File: src/rtl/sdram_arbiter_if.sv
// Request/strobe bundle between the machine's requesters, the arbiter and the SDRAM controller.
// vReq/cReq are levels held until the one-cycle vAck/cAck; the requester drops them the cycle after.
interface sdram_arbiter_if;
  logic        sdReady;
  logic        sdRefresh;
  logic        sdWrite;
  logic        sdRead;
  logic [23:0] sdA;
  logic [15:0] sdD;
  logic [15:0] sdQ;
  logic        vReq;
  logic [23:0] vA;
  logic [15:0] vQ;
  logic        vAck;
  logic        cReq;
  logic        cWe;
  logic [23:0] cA;
  logic [15:0] cD;
  logic [15:0] cQ;
  logic        cAck;

  modport slave (
    input  sdReady, sdQ, vReq, vA, cReq, cWe, cA, cD,
    output sdRefresh, sdWrite, sdRead, sdA, sdD, vQ, vAck, cQ, cAck
  );

  modport master (
    output sdReady, sdQ, vReq, vA, cReq, cWe, cA, cD,
    input  sdRefresh, sdWrite, sdRead, sdA, sdD, vQ, vAck, cQ, cAck
  );
endinterface

File: src/rtl/sdram_arbiter.sv
// Time-slot arbiter sharing one SDRAM controller between video reads, CPU accesses and refresh.
// Each slot: pulse one strobe, hold sdA/sdD, capture sdQ at slot end, then ack the owner.
module sdram_arbiter #(
  parameter int REFRESH_PERIOD = 512,
  parameter int STROBE_LEN     = 2,
  parameter int SLOT_LEN       = 16
) (
  input  logic                  clock,
  input  logic                  reset,
  sdram_arbiter_if.slave        bus,
  output logic [1:0]            dbg_state
);
  localparam int RW   = $clog2(REFRESH_PERIOD);
  localparam int CMAX = (STROBE_LEN > SLOT_LEN) ? STROBE_LEN : SLOT_LEN;
  localparam int CW   = $clog2(CMAX + 1);

  localparam logic [1:0] S_IDLE   = 2'd0;
  localparam logic [1:0] S_STROBE = 2'd1;
  localparam logic [1:0] S_WAIT   = 2'd2;
  localparam logic [1:0] S_DONE   = 2'd3;

  localparam logic [1:0] OWN_V = 2'd0;
  localparam logic [1:0] OWN_C = 2'd1;
  localparam logic [1:0] OWN_R = 2'd2;

  logic [1:0]    state_q, state_d;
  logic [CW-1:0] cnt_q, cnt_d;
  logic [RW-1:0] ref_cnt_q, ref_cnt_d;
  logic          ref_pend_q, ref_pend_d;
  logic          last_v_q, last_v_d;
  logic [1:0]    owner_q, owner_d;
  logic          we_q, we_d;
  logic          rd_q, rd_d;
  logic          wr_q, wr_d;
  logic          rf_q, rf_d;
  logic [23:0]   sd_a_q, sd_a_d;
  logic [15:0]   sd_d_q, sd_d_d;
  logic [15:0]   v_q_q, v_q_d;
  logic [15:0]   c_q_q, c_q_d;
  logic          v_ack_q, v_ack_d;
  logic          c_ack_q, c_ack_d;

  logic wrap;
  logic grant_ref;
  logic start;

  always_comb begin
    state_d   = state_q;
    cnt_d     = cnt_q;
    ref_cnt_d = ref_cnt_q;
    last_v_d  = last_v_q;
    owner_d   = owner_q;
    we_d      = we_q;
    rd_d      = rd_q;
    wr_d      = wr_q;
    rf_d      = rf_q;
    sd_a_d    = sd_a_q;
    sd_d_d    = sd_d_q;
    v_q_d     = v_q_q;
    c_q_d     = c_q_q;
    v_ack_d   = 1'b0;
    c_ack_d   = 1'b0;
    grant_ref = 1'b0;
    start     = 1'b0;

    // Refresh timebase only runs once the controller has finished init.
    wrap = bus.sdReady && (ref_cnt_q == RW'(REFRESH_PERIOD - 1));
    if (bus.sdReady) ref_cnt_d = wrap ? '0 : ref_cnt_q + 1'b1;

    case (state_q)
      S_IDLE: begin
        if (bus.sdReady) begin
          if (ref_pend_q) begin
            grant_ref = 1'b1;
            start     = 1'b1;
            owner_d   = OWN_R;
            we_d      = 1'b0;
            rf_d      = 1'b1;
            sd_a_d    = '0;
          end else if (bus.vReq && (!bus.cReq || !last_v_q)) begin
            start    = 1'b1;
            owner_d  = OWN_V;
            we_d     = 1'b0;
            rd_d     = 1'b1;
            sd_a_d   = bus.vA;
            last_v_d = 1'b1;
          end else if (bus.cReq) begin
            start    = 1'b1;
            owner_d  = OWN_C;
            we_d     = bus.cWe;
            wr_d     = bus.cWe;
            rd_d     = !bus.cWe;
            sd_a_d   = bus.cA;
            if (bus.cWe) sd_d_d = bus.cD;
            last_v_d = 1'b0;
          end
          if (start) begin
            state_d = S_STROBE;
            cnt_d   = '0;
          end
        end
      end
      S_STROBE: begin
        cnt_d = cnt_q + 1'b1;
        if (cnt_q == CW'(STROBE_LEN - 1)) begin
          rd_d    = 1'b0;
          wr_d    = 1'b0;
          rf_d    = 1'b0;
          cnt_d   = '0;
          state_d = S_WAIT;
        end
      end
      S_WAIT: begin
        cnt_d = cnt_q + 1'b1;
        if (cnt_q == CW'(SLOT_LEN - 1)) begin
          state_d = S_DONE;
          if (owner_q == OWN_V) v_q_d = bus.sdQ;
          if (owner_q == OWN_C && !we_q) c_q_d = bus.sdQ;
          v_ack_d = (owner_q == OWN_V);
          c_ack_d = (owner_q == OWN_C);
        end
      end
      S_DONE:  state_d = S_IDLE;
      default: state_d = S_IDLE;
    endcase

    // A wrap in the same cycle as a refresh grant starts a fresh pending request.
    ref_pend_d = wrap | (ref_pend_q & ~grant_ref);
  end

  always_ff @(posedge clock) begin
    if (reset) begin
      state_q    <= S_IDLE;
      cnt_q      <= '0;
      ref_cnt_q  <= '0;
      ref_pend_q <= 1'b0;
      last_v_q   <= 1'b0;
      owner_q    <= OWN_V;
      we_q       <= 1'b0;
      rd_q       <= 1'b0;
      wr_q       <= 1'b0;
      rf_q       <= 1'b0;
      sd_a_q     <= '0;
      sd_d_q     <= '0;
      v_q_q      <= '0;
      c_q_q      <= '0;
      v_ack_q    <= 1'b0;
      c_ack_q    <= 1'b0;
    end else begin
      state_q    <= state_d;
      cnt_q      <= cnt_d;
      ref_cnt_q  <= ref_cnt_d;
      ref_pend_q <= ref_pend_d;
      last_v_q   <= last_v_d;
      owner_q    <= owner_d;
      we_q       <= we_d;
      rd_q       <= rd_d;
      wr_q       <= wr_d;
      rf_q       <= rf_d;
      sd_a_q     <= sd_a_d;
      sd_d_q     <= sd_d_d;
      v_q_q      <= v_q_d;
      c_q_q      <= c_q_d;
      v_ack_q    <= v_ack_d;
      c_ack_q    <= c_ack_d;
    end
  end

  assign bus.sdRefresh = rf_q;
  assign bus.sdWrite   = wr_q;
  assign bus.sdRead    = rd_q;
  assign bus.sdA       = sd_a_q;
  assign bus.sdD       = sd_d_q;
  assign bus.vQ        = v_q_q;
  assign bus.vAck      = v_ack_q;
  assign bus.cQ        = c_q_q;
  assign bus.cAck      = c_ack_q;
  assign dbg_state     = state_q;
endmodule

File: src/flat_wrapper.sv
// flat-port wrapper written by rule: the top's interface ports become plain ports
module sdram_arbiter_flat 
#(
  parameter int REFRESH_PERIOD = 512,
  parameter int STROBE_LEN     = 2,
  parameter int SLOT_LEN       = 16
)
  (clock, reset, dbg_state, bus_sdReady, bus_sdQ, bus_vReq, bus_vA, bus_cReq, bus_cWe, bus_cA, bus_cD, bus_sdRefresh, bus_sdWrite, bus_sdRead, bus_sdA, bus_sdD, bus_vQ, bus_vAck, bus_cQ, bus_cAck);
  sdram_arbiter_if bus_i ();
  input  logic clock;
  input  logic reset;
  output logic [1:0] dbg_state;
  input wire logic [$bits(bus_i.sdReady)-1:0] bus_sdReady;
  input wire logic [$bits(bus_i.sdQ)-1:0] bus_sdQ;
  input wire logic [$bits(bus_i.vReq)-1:0] bus_vReq;
  input wire logic [$bits(bus_i.vA)-1:0] bus_vA;
  input wire logic [$bits(bus_i.cReq)-1:0] bus_cReq;
  input wire logic [$bits(bus_i.cWe)-1:0] bus_cWe;
  input wire logic [$bits(bus_i.cA)-1:0] bus_cA;
  input wire logic [$bits(bus_i.cD)-1:0] bus_cD;
  output wire logic [$bits(bus_i.sdRefresh)-1:0] bus_sdRefresh;
  output wire logic [$bits(bus_i.sdWrite)-1:0] bus_sdWrite;
  output wire logic [$bits(bus_i.sdRead)-1:0] bus_sdRead;
  output wire logic [$bits(bus_i.sdA)-1:0] bus_sdA;
  output wire logic [$bits(bus_i.sdD)-1:0] bus_sdD;
  output wire logic [$bits(bus_i.vQ)-1:0] bus_vQ;
  output wire logic [$bits(bus_i.vAck)-1:0] bus_vAck;
  output wire logic [$bits(bus_i.cQ)-1:0] bus_cQ;
  output wire logic [$bits(bus_i.cAck)-1:0] bus_cAck;
  assign bus_i.sdReady = bus_sdReady;
  assign bus_i.sdQ = bus_sdQ;
  assign bus_i.vReq = bus_vReq;
  assign bus_i.vA = bus_vA;
  assign bus_i.cReq = bus_cReq;
  assign bus_i.cWe = bus_cWe;
  assign bus_i.cA = bus_cA;
  assign bus_i.cD = bus_cD;
  assign bus_sdRefresh = bus_i.sdRefresh;
  assign bus_sdWrite = bus_i.sdWrite;
  assign bus_sdRead = bus_i.sdRead;
  assign bus_sdA = bus_i.sdA;
  assign bus_sdD = bus_i.sdD;
  assign bus_vQ = bus_i.vQ;
  assign bus_vAck = bus_i.vAck;
  assign bus_cQ = bus_i.cQ;
  assign bus_cAck = bus_i.cAck;
  sdram_arbiter #(.REFRESH_PERIOD(REFRESH_PERIOD), .STROBE_LEN(STROBE_LEN), .SLOT_LEN(SLOT_LEN)) u_core (.clock(clock), .reset(reset), .bus(bus_i), .dbg_state(dbg_state));
endmodule
File: config.mk
export PLATFORM = sky130hd
export DESIGN_NAME = sdram_arbiter_flat
export DESIGN_NICKNAME = d
export VERILOG_FILES = /design/src/rtl/sdram_arbiter_if.sv /design/src/rtl/sdram_arbiter.sv /design/src/flat_wrapper.sv
export SDC_FILE = /design/constraint.sdc
export NUM_CORES = 1
export LEC_CHECK = 0
export ABC_AREA = 1
export ABC_CLOCK_PERIOD_IN_PS = 4500
export BUFFER_PORTS_ARGS = -buffer_cell sky130_fd_sc_hd__clkbuf_2
export CORE_MARGIN = 5
export CORE_UTILIZATION = 40
export CTS_CLUSTER_SIZE = 14
export DETAILED_ROUTE_END_ITERATION = 10
export GPL_ROUTABILITY_DRIVEN = 0
export HOLD_SLACK_MARGIN = 0.02
export PLACE_DENSITY = 0.68
export SYNTH_ARGS = -nofsm -noshare
export SYNTH_HDL_FRONTEND = slang
export SYNTH_SLANG_ARGS = --single-unit
File: constraint.sdc
create_clock -name clock -period 4.5 [get_ports clock]
set_input_delay 0.675 -clock clock [delete_from_list [all_inputs] [get_ports clock]]
set_output_delay 0.675 -clock clock [all_outputs]
set_load 0.01 [all_outputs]
=== Yosys cells after proc, flatten, opt, wreduce, memory -nomap -nowiden ===
Cells that the tools add are included.

* Add/subtract/negate cells: 2
* Multipliers: 0
* Div/mod/pow operators: 0
* $lt $le $gt $ge: 0
* Equality and inequality tests: 16
* Shifts and indexed selects: 0
* Multiplexer cells: 42
* Bitwise logic cells: 7
* Reductions and logical operators: 25

{| class="wikitable"
|+ Operators with widths
! operator !! count
|-
| 24-bit two-way mux || 3
|-
| 1-bit two-way mux || 23
|-
| 5-bit two-way mux || 3
|-
| 5-bit one-hot mux with 3 select lines || 1
|-
| 2-bit two-way mux || 7
|-
| 3-bit AND reduction || 4
|-
| 4-bit AND reduction || 3
|-
| 6-bit AND reduction || 2
|-
| 2-bit inequality test (second input constant) || 5
|-
| 9-bit by 1-bit adder with 9-bit output (second input constant) || 1
|-
| 9-bit equality test (second input constant) || 1
|-
| 9-bit two-way mux || 1
|-
| 2-bit one-hot mux with 4 select lines || 1
|-
| 2-bit by 1-bit inequality test with 1-bit output (second input constant) || 3
|-
| 1-bit one-hot mux with 2 select lines || 3
|-
| 3-bit nonzero test || 2
|-
| 5-bit by 1-bit adder with 5-bit output (second input constant) || 1
|-
| 5-bit by 1-bit equality test with 1-bit output (second input constant) || 1
|-
| 5-bit by 4-bit equality test with 1-bit output (second input constant) || 1
|-
| 1-bit NOT || 5
|-
| 5-bit AND reduction || 1
|-
| 2-bit by 1-bit equality test with 1-bit output (second input constant) || 2
|-
| 2-bit equality test (second input constant) || 2
|-
| 1-bit logical NOT || 4
|-
| 8 further kinds || 12
|}

* Register bits: 98
* Latch bits: 0
* RAM bits: 0
* ROM bits: 0
* Input port bits: 86
* Output and inout port bits: 79
* Word-level logic and storage cells: 108
* Memories: 0

=== Longest topological paths before layout ===
Gate-level depths: netlist of run 1.

* Depth in word-level cells: 10
* Gate-level depth with buffers: 11
* Gate-level depth less buffers: 10

=== Least setup slack after synthesis of run 1 ===
No wires, ideal clock.

* Kind: register to register
* Start point: register u_core.cnt_q[0]
* End point: register u_core.v_q_q[10], in the netlist u_core.bus.vQ[10]
* Setup time: 116 ps
* Data arrival time: 1672 ps
* Required time: 4384 ps
* Setup slack: 2713 ps
* Stages on the path, launching flop included: 12
* Path buffers: 2
* Clock period less this slack: 1787 ps
* Cell sequence: dfxtp_1 > ha_1 > nand2_1 > nor2_1 > ha_1 > buf_4 > nand2_2 > nor3_4 > inv_2 > buf_2 > nor2_1 > nor2_1

* Longest elaborated chain between the ends: 2

{| class="wikitable"
|+ RTL lines
! what !! line !! text
|-
| start: declaration || sdram_arbiter.sv:27 || <nowiki>logic [CW-1:0] cnt_q, cnt_d;</nowiki>
|-
| start signal: assignment || sdram_arbiter.sv:151 || <nowiki>cnt_q <= cnt_d;</nowiki>
|-
| 5-bit by 4-bit equality test with 1-bit output || sdram_arbiter.sv:115 || <nowiki>if (cnt_q == CW'(SLOT_LEN - 1)) begin</nowiki>
|-
| 3-bit AND reduction (no line) || - ||
|-
| end signal: assignment || sdram_arbiter.sv:162 || <nowiki>v_q_q <= v_q_d;</nowiki>
|-
| end: declaration || sdram_arbiter.sv:38 || <nowiki>logic [15:0] v_q_q, v_q_d;</nowiki>
|}

No other way between the ends.
A chain may end at the register's enable or synchronous reset.

=== Worst setup path in the final report of run 1 ===
* Start point: register u_core.cnt_q[0]
* End point: register u_core.v_q_q[0], in the netlist u_core.bus.vQ[0]

Same word-level chain as after synthesis.

==> results by group, run 1 <==
Run status
  – Status: finished clean

Drt
  – Avg WL per Cell: ~13 um
  – DRC: 0
  – Routed wire length: 11.20 mm
  – Initial DRT Pass Iterations: 4
  – Via density per instance: just under 5
  – Remaining antenna violation count: 0
  – DRT iter0 DRCs: 242
  – Vias: ~4200

STA
  – Worst Tran Pin Value: 0.8666 ns
  – F_max: around 0.37 GHz
  – Final Hold Viols: 0
  – Crit share post-route: 0.6073
  – Tmin final: roughly 2.7 ns
  – Fin Setup TNS: 0 ns
  – Slew Limit Fails: 0
  – Setup Viol. Count Final: 0
  – RSZ-0062 raised after global routing: false
  – PnR worst setup slack: ~1.8 ns
  – Max-slew headroom at the worst pin: 0.4203
  – Clock Skews: between 0.01 and 0.015 ns

Logic synthesis
  – Synth top cells by count: 114 x nand2_1, 98 x dfxtp_1, 96 x nor2_1
  – Synthesized Nets: 668
  – Synth Register Bits: just under 100
  – Post-Syn Area: about 4300 um^2
  – Cell with the most instances after synthesis: nand2_1
  – Cells after Synth: 573
  – Syn avg cell area: between 7 and 8 um^2
  – Syn. warnings: 0
  – Synth area leader: dfxtp_1
  – Register area share after synthesis: 0.4592
  – EDFF count, synth: 0
  – Synth Flop Type: dfxtp_1
  – Post-synth top area share: 0.4592
  – Synth area leaders: dfxtp_1 46%, nand2_1 10%, nor2_1 8.4%
  – Post-synth cell types: 25
  – FFs w/ async S/R, synth: 0

Power
  – Comb pwr share: 0.264
  – Design Power: 2.195 mW
  – Int Power: ~1.5 mW
  – Clock Power Share: 0.282
  – Reg power frac: 0.453
  – Pwr Density: a little over 400 nW/um^2
  – Net switching power: roughly 0.73 mW
  – Switching share of power: 0.3323
  – Lkg Pwr: about 2.5 nW
  – Worst vdd ir: ~0.16 mV

Worst setup path
  – Startpoint type of the worst setup path: register
  – Crit end category: register
  – Worst flop-to-flop path startpoint: u_core.cnt_q[0]
  – Crit path max fanout: 19
  – CP arrival: 2.99 ns
  – Worst setup path start: u_core.cnt_q[0]
  – Crit Path Category: register to register
  – WP data required: roughly 4.8 ns

Hold path
  – Hold Path Origin: u_core.bus.sdA[4]
  – Hold/Removal Path Class: register to register

Clock tree
  – Hold buffers post-CTS: 0
  – Clk root buf: clkbuf_8
  – Clock Tree Buf Depth: 2
  – Worst-Skew Late Latency: 0.35 ns
  – # H-tree levels: 3
  – Post-CTS Resized: 0
  – Clock-pin slew on the worst setup and hold paths: roughly 0.09 ns
  – CTS tree: done
  – Postcts setup bufs: 0
  – Cts bufs inserted: 9
  – CTS Sinks: 98

Global routing
  – Global route total overflow: 0
  – Antenna violations before repair: 0
  – Largest net degree at the start of global routing: 53
  – First-pass GRT wire length: between 15 and 20 mm
  – Total GRT Usage: 0.1715
  – Vias in the first global route: approximately 4000

Cells and area
  – Layout Nets: just over 800
  – Ant diodes: 0
  – Footprint of the multi-input gates: about 1900 um^2
  – Layout fillers: 1055
  – Finished Layout Cells: 860
  – P&R area growth vs syn: 24.19%
  – Share of layout cells above drive strength 1: 0.2749
  – Register area: approximately 2000 um^2

Job
  – Maxcap violations: 0

Die
  – Starting Density: 0.4120
  – Die area: 12850 um^2
  – IO Pins: around 170
  – Die Y: ~110 um
  – Die X: ~110 um
  – Core region area: between 10000 and 15000 um^2
  – FP Rows: 37

Placed design
  – Port Buffers: between 150 and 200
  – Post-DP HPWL: 8.237 mm
  – Dpl ws: ~1.8 ns
  – # placed instances: approximately 840
-- stage by stage --
step | hold slack [ns] | instance area [um^2] | utilization
after floorplan | 0.4398 | 4273 | -
after global placement | 0.4548 | 5091 | 0.4910
after detailed placement | 0.4529 | 5091 | 0.4910
after CTS | 0.4704 | 5306 | 0.5117
after global routing | 0.4819 | 5306 | 0.5117
final | 0.4677 | 5306 | 0.5117
-- area by class of cell --
type	instances	area share
sequential	98	0.3697
inverter	57	0.04032
clock buffer	10	0.02405
clock inverter	6	0.01651
tap	136	0.03207
timing repair buffer	166	0.1575
multi-input combinational	387	0.3598
-- final timing paths --
path / endpoint / slack [ns] / depth (start not counted)
worst max-delay path: u_core.bus.vQ[0] / 1.77 / 9
worst min-delay path: u_core.bus.sdA[4] / 0.47 / 2
worst max register to register: u_core.bus.vQ[0] / 1.77 / 9
worst min register to register: u_core.bus.sdA[4] / 0.47 / 2
-- per-layer routing --
| layer | share of wire | global-route usage | wire length (um) | up-vias |
|---|---|---|---|---|
| li1 | - | - | - | 2156 |
| met1 | 0.44 | 0.2192 | 4981 | 1876 |
| met2 | 0.46 | 0.2745 | 5149 | 154 |
| met3 | 0.079 | 0.05508 | 885 | 16 |
| met4 | 0.017 | 0.05609 | 186 | 0 |
| met5 | 0 | 0 | 0 | - |
-- logic make-up (layout without fill, tap and decap cells) --
| logic type | after synthesis | after routing | share of synthesized area |
|---|---|---|---|
| AO/OA/AOI/OAI | 120 | 120 | 0.1567 |
| AND/OR/NAND/NOR | 258 | 258 | 0.2638 |
| flip-flops | 98 | 98 | 0.4592 |
| buffers and inverters | 88 | 239 | 0.09399 |
| adder cells (fa/ha/maj) | 9 | 9 | 0.02635 |
-- state kept, by name (all words and copies together), names as in the netlist --
register and cells:
u_core.bus.sdA 24, u_core.bus.cQ 16, u_core.bus.sdD 16, u_core.bus.vQ 16, u_core.ref_cnt_q 9, u_core.cnt_q 5
u_core.dbg_state 2, u_core.owner_q 2, u_core.bus.cAck 1, u_core.bus.sdRead 1, u_core.bus.sdRefresh 1, u_core.bus.sdWrite 1
u_core.bus.vAck 1, u_core.last_v_q 1, u_core.ref_pend_q 1, u_core.we_q 1
-- power by group through the flow --
| stage | sequential [mW] | clock, mW | combinational, mW |
|---|---|---|---|
| final | 0.995 | 0.620 | 0.580 |
| after global routing | 1.01 | 0.678 | 0.660 |
| after CTS | 0.996 | 0.642 | 0.589 |
| after detailed placement | 1.02 | 0 | 0.587 |
| after global placement | 1.01 | 0 | 0.575 |
| after floorplan | 1.04 | 0 | 0.388 |
-- worst max-delay path, cell delays in order, from the launching register on --
cell and delay (ns):
dfxtp_1 0.43, ha_1 0.23, nand2_1 0.06, nor2_1 0.11
ha_1 0.65, nand2_2 0.15, nor3_4 0.49, inv_2 0.27
nor2_1 0.17, nor2_1 0.06
-- cells in the final DEF (no fill, tap or decap), drive strengths merged --
cell / netlist / layout
a21oi: 58 / 58
buf: 20 / 2
bufinv: 0 / 2
clkbuf: 11 / 174
clkinv: 0 / 2
dfxtp: 98 / 98
ha: 9 / 9
inv: 57 / 59
nand2: 117 / 117
nand3: 15 / 15
nand4: 19 / 19
nor2: 100 / 100
nor3: 5 / 5
nor3b: 1 / 1
nor4: 1 / 1
o211a: 1 / 1
o211ai: 24 / 24
o21ai: 37 / 37
Note: power is estimated with default switching activity, not from simulation.
==> run 2: changes to the inputs <==
ABC_CLOCK_PERIOD_IN_PS = 2680   (was 4500)
clock period = 2.68 ns   (was 4.5 ns; I/O delays follow)
==> results by group, run 2 (same netlist as run 1, synthesis figures left out) <==
Hold path
  – Hold/Removal Path Class: primary input to register
  – Worst Hold Path Cells: 3

Power
  – Clock Power Share: 0.254
  – Worst vdd ir: ~0.38 mV
  – Lkg Pwr: about 2.5 nW
  – Design Power: 3.561 mW
  – Switching share of power: 0.3568
  – Comb pwr share: 0.276
  – Reg power frac: 0.469
  – Int Power: between 2 and 2.5 mW
  – Pwr Density: between 600 and 700 nW/um^2
  – Net switching power: approximately 1.3 mW

Worst setup path
  – Crit Path Category: register to register
  – Crit end category: register
  – WP data required: a little under 3 ns
  – Reg2reg setup slack: ~0.76 ns
  – Startpoint type of the worst setup path: register
  – CP arrival: 2.18 ns
  – RR Endpoint: u_core.bus.sdD[2]
  – R2r worst-path depth: 9
  – CP endpoint: u_core.bus.sdD[2]
  – Crit path max fanout: 17
  – Worst flop-to-flop path startpoint: u_core.dbg_state[0]
  – Worst setup path start: u_core.dbg_state[0]

Cells and area
  – Layout fillers: around 1100
  – Share of layout cells above drive strength 1: 0.2802
  – Commonest non-fill, non-tap cells in the layout: 164 x clkbuf_2, 114 x nand2_1, 98 x dfxtp_1, 96 x nor2_1, 57 x a21oi_1
  – Layout Nets: between 800 and 900
  – Finished Layout Cells: between 800 and 900
  – P&R area growth vs syn: 24.19%
  – Max FFs per register: 24
  – Post-route cell area: about 5300 um^2
  – Final Util: 0.5117
  – Commonest non-fill, non-tap cell in the layout: clkbuf_2
  – Ant diodes: 0

Global routing
  – Largest net degree at the start of global routing: 52
  – Met2 track demand over resource: 0.2958
  – Vias in the first global route: approximately 4100
  – Total GRT Usage: 0.1753
  – Grt peak-use layer: met2
  – GR Layer Usage met3: 0.05401
  – Met1 Use GR: 0.2166
  – Global route total overflow: 0
  – Antenna violations before repair: 0
  – First-pass GRT wire length: about 19 mm

Placed design
  – Placed cell areas: about 5000 um^2
  – # placed instances: approximately 850
  – Post-DP HPWL: 8.321 mm
  – Dpl ws: 0.7410 ns
  – Port Buffers: about 160

STA
  – RSZ-0062 raised after global routing: false
  – Crit share post-route: 0.7167
  – Fin Setup TNS: 0 ns
  – F_max: 0.5206 GHz
  – Setup Viol. Count Final: 0
  – Final Hold Viols: 0
  – Final hold slack: 0.2603 ns
  – PnR worst setup slack: roughly 0.76 ns
  – Tmin final: roughly 1.9 ns
  – Slew Limit Fails: 0
  – Worst Tran Pin Value: about 0.75 ns
  – Clock Skews: about 0.017 ns
  – Max-slew headroom at the worst pin: 0.5012

Clock tree
  – Postcts setup bufs: 0
  – Worst-Skew Late Latency: about 0.37 ns
  – Clock-pin slew on the worst setup and hold paths: about 0.1 ns
  – Hold buffers post-CTS: 0
  – Clock Tree Buf Depth: 2
  – CTS Sinks: 98
  – CTS tree: done
  – Cts bufs inserted: 9
  – Clk root buf: clkbuf_8
  – Post-CTS Resized: 0
  – # H-tree levels: 3

Die
  – Core region area: between 10000 and 15000 um^2
  – Starting Density: 0.4120
  – FP Rows: 37
  – Die X: ~110 um
  – IO Pins: around 170
  – Die area: ~13000 um^2
  – Die Y: between 100 and 150 um

Drt
  – Vias: roughly 4200
  – DRT iter0 DRCs: about 200
  – Via density per instance: 4.867
  – Avg WL per Cell: ~13 um
  – DRC: 0
  – Remaining antenna violation count: 0
  – Initial DRT Pass Iterations: 4
  – Routed wire length: 11.27 mm

Job
  – Maxcap violations: 0

Run status
  – Status: finished clean
run 2: layout make-up:
| type | count | area, um^2 | area share |
|---|---|---|---|
| Sequential cell | 98 | 1962 | 0.3697 |
| Tap cell | 136 | 170.2 | 0.03207 |
| Timing Repair Buffer | 170 | 865.8 | 0.1632 |
| Inverter | 57 | 214.0 | 0.04032 |
| Multi-Input combinational cell | 387 | 1909 | 0.3598 |
| Clock inverter | 7 | 61.31 | 0.01155 |
| Clock buffer | 9 | 123.9 | 0.02334 |
run 2: critical path: stages (launching register included):
cell	delay, ns
dfxtp_1	0.36
inv_1	0.09
ha_1	0.34
nand3_4	0.14
inv_2	0.08
nand2_2	0.06
nor2_4	0.30
inv_2	0.22
nor2_1	0.16
nor2_1	0.06
run 2: layer usage:
layer / vias up / wire [um] / part of all wire
li1: 2164 / - / -
met2: 144 / 5201 / 0.46
met1: 1883 / 5014 / 0.45
met5: - / 0 / 0
met3: 14 / 904 / 0.080
met4: 0 / 145 / 0.013
run 2: worst min path at each step:
stage                               endpoint         startpoint
final                     u_core.bus.sdD[11]         bus_cD[11]
after global routing       u_core.bus.sdD[8]          bus_cD[8]
after CTS                  u_core.bus.sdD[5]          bus_cD[5]
after detailed placement   u_core.ref_pend_q  u_core.ref_pend_q
after global placement      u_core.bus.cQ[0]   u_core.bus.cQ[0]
after floorplan            u_core.ref_pend_q  u_core.ref_pend_q
run 2: power groups by stage:
stage | logic (mW) | registers (mW) | clock network (mW)
6_report | 0.984 | 1.67 | 0.906
4_1_cts | 0.994 | 1.67 | 0.937
5_1_grt | 1.12 | 1.69 | 1.00
2_1_floorplan | 0.652 | 1.75 | 0
3_3_place_gp | 0.972 | 1.70 | 0
3_5_place_dp | 0.991 | 1.71 | 0
==> run 3: changes to the inputs <==
ABC_AREA = 0   (was 1)
ABC_CLOCK_PERIOD_IN_PS = 1680   (was 2680)
PLACE_DENSITY = 0.71   (was 0.68)
clock period = 1.68 ns   (was 2.68 ns; I/O delays follow)
==> results by group, run 3 <==
Die
  – Die area: 12150 um^2
  – Core region area: just under 10000 um^2
  – Die X: 110.2 um
  – Die Y: 110.2 um
  – FP Rows: 36
  – IO Pins: between 150 and 200
  – Starting Density: 0.4112

Hold path
  – Hold Path Origin: bus_cD[5]
  – Hold endpoint: u_core.bus.sdD[5]
  – Worst Hold Path Cells: 3
  – Hold/Removal Path Class: primary input to register

Worst setup path
  – Worst setup path start: u_core.cnt_q[1]
  – RR Endpoint: u_core.dbg_state[1]
  – Worst flop-to-flop path startpoint: u_core.cnt_q[1]
  – Crit path max fanout: 4
  – Crit Path Category: register to register
  – Reg2reg setup slack: -0.06 ns
  – CP arrival: around 2.0 ns
  – R2r worst-path depth: 6
  – Crit end category: register
  – WP data required: about 1.9 ns
  – Startpoint type of the worst setup path: register

STA
  – RSZ-0062 raised after global routing: true
  – Final Hold Viols: 0
  – Tmin final: 1.744 ns
  – Max-slew headroom at the worst pin: 0.5446
  – Crit share post-route: 1.038
  – Final hold slack: between 0.1 and 0.15 ns
  – Fin Setup TNS: -0.3170 ns
  – Slew Limit Fails: 0
  – PnR worst setup slack: -0.06438 ns
  – Clock Skews: ~0.010 ns
  – Setup Viol. Count Final: 12
  – F_max: ~0.57 GHz
  – Worst Tran Pin Value: between 0.6 and 0.7 ns

Logic synthesis
  – Synth Register Bits: a little under 100
  – Syn. warnings: 0
  – Synth top cells by count: 98 x dfxtp_1, 74 x nand2_1, 59 x nor2_1
  – Synth Flop Type: dfxtp_1
  – Cells after Synth: between 400 and 500
  – Register area share after synthesis: 0.4882
  – FFs w/ async S/R, synth: 0
  – Post-Syn Area: between 4000 and 5000 um^2
  – Synth area leaders: dfxtp_1 49%, nand2_1 6.9%, mux2_2 6.7%
  – Synth area leader: dfxtp_1
  – EDFF count, synth: 0
  – Post-synth cell types: 42
  – Syn avg cell area: 8.991 um^2
  – Synthesized Nets: 542
  – Post-synth top area share: 0.4882
  – Cell with the most instances after synthesis: dfxtp_1

Cells and area
  – Layout Nets: around 710
  – Max FFs per register: 24
  – Footprint of the multi-input gates: between 2000 and 2500 um^2
  – Post-route cell area: about 5700 um^2
  – Commonest non-fill, non-tap cells in the layout: 164 x clkbuf_2, 94 x dfxtp_1, 57 x nand2_1, 57 x nor2_1, 28 x a21oi_1
  – Share of layout cells above drive strength 1: 0.4622
  – Register area: about 2000 um^2
  – Layout fillers: a little under 900
  – P&R area growth vs syn: 42.19%
  – Commonest non-fill, non-tap cell in the layout: clkbuf_2
  – Ant diodes: 0

Placed design
  – Port Buffers: around 160
  – Placed cell areas: 5094 um^2
  – Post-DP HPWL: 7.997 mm

Drt
  – DRT iter0 DRCs: 163
  – Remaining antenna violation count: 0
  – DRC: 0
  – Routed wire length: roughly 11 mm
  – Avg WL per Cell: roughly 15 um
  – Initial DRT Pass Iterations: 4
  – Via density per instance: 5.119
  – Vias: a little under 4000

Clock tree
  – Clk root buf: clkbuf_8
  – CTS Sinks: 98
  – Hold buffers post-CTS: 0
  – Cts bufs inserted: 9
  – Clock-pin slew on the worst setup and hold paths: about 0.1 ns
  – Clock Tree Buf Depth: 2
  – CTS tree: done
  – Worst-Skew Late Latency: ~0.35 ns
  – # H-tree levels: 3

Global routing
  – Largest net degree at the start of global routing: 60
  – Total GRT Usage: 0.1698
  – Global route total overflow: 0
  – First-pass GRT wire length: around 17 mm
  – Antenna violations before repair: 0
  – Vias in the first global route: around 3700

Run status
  – Status: finished, violations left
  – Failing checks: setup timing

Power
  – Lkg Pwr: between 2 and 2.5 nW
  – Pwr Density: roughly 1000 nW/um^2
  – Design Power: roughly 5.7 mW
  – Worst vdd ir: 0.5958 mV

Job
  – Maxcap violations: 0
run 3: cell count changes after synthesis, moves of 24 or more:
cell	delta
o21ai_0	-31
nor2_1	-37
a22oi_1	+27
nand2_1	-40
inv_1	-45
mux2_2	+24
run 3: worst max-delay path, stage by stage, from the launching register on:
cell and delay [ns]:
dfxtp_4 0.38, inv_2 0.07, ha_4 0.11, or4b_4 0.47, a222oi_1 0.34, mux2i_1 0.23, nor2_1 0.06
run 3: layer usage:
metal / wire [um] / global-route usage / up-vias
met2: 5768 / 0.2951 / 140
met1: 4647 / 0.2066 / 1821
met3: 851 / 0.04252 / 16
met4: 205 / 0.05189 / 0
li1: - / - / 1883
met5: 0 / 0 / -
run 3: cell families (layout without fill, tap and decap cells):
group / after synthesis / after routing / synth area share
and+or+nand+nor: 167 / 167 / 0.1809
muxes: 43 / 43 / 0.1146
buffers and inverters: 35 / 208 / 0.03642
DFF: 98 / 98 / 0.4882
adders and majority gates: 9 / 9 / 0.02802
xor gates and xnor gates: 5 / 5 / 0.01090
AOI/OAI and AO/OA: 90 / 91 / 0.1410
run 3: worst max path at each step:
stage	endpoint	slack [ns]	cells after the start
3_5_place_dp	u_core.bus.sdA[5]	-0.08	4
2_1_floorplan	u_core.bus.vQ[10]	-0.01	9
3_3_place_gp	u_core.bus.sdA[16]	-0.04	4
6_report	u_core.dbg_state[1]	-0.06	6
4_1_cts	u_core.dbg_state[1]	-0.06	6
5_1_grt	u_core.dbg_state[1]	-0.16	6
run 3: repair_timing:
item | in CTS | in global routing
gates cloned | 1 | 5
pin swaps | 2 | 30
gates resized for setup | 6 | 72
setup buffers | 0 | 1
setup endpoints to repair | 27 | 82
run 3: cell type report:
cell class | instances | area share
clock buffer | 10 | 0.02409
clock inverter | 6 | 0.01139
inverter | 6 | 0.003941
multi-input combinational | 315 | 0.3898
sequential | 98 | 0.3451
tap | 133 | 0.02912
timing repair buffer | 186 | 0.1966
run 3: power breakdown:
| group | switching [mW] | internal (mW) | leakage, nW | total, mW |
|---|---|---|---|---|
| Combinational | 0.838 | 0.742 | 1.50 | 1.58 |
| Clock | 0.816 | 0.733 | 0.103 | 1.55 |
| Sequential | 0.111 | 2.49 | 0.796 | 2.60 |
run 3: through the flow:
step | worst slack (ns) | utilization | instances
2_1_floorplan | -0.01468 | - | 447
3_3_place_gp | -0.04497 | 0.5211 | 731
3_5_place_dp | -0.08058 | 0.5211 | 731
4_1_cts | -0.06369 | 0.5460 | 748
5_1_grt | -0.1570 | 0.5846 | 754
6_report | -0.06438 | 0.5846 | 754
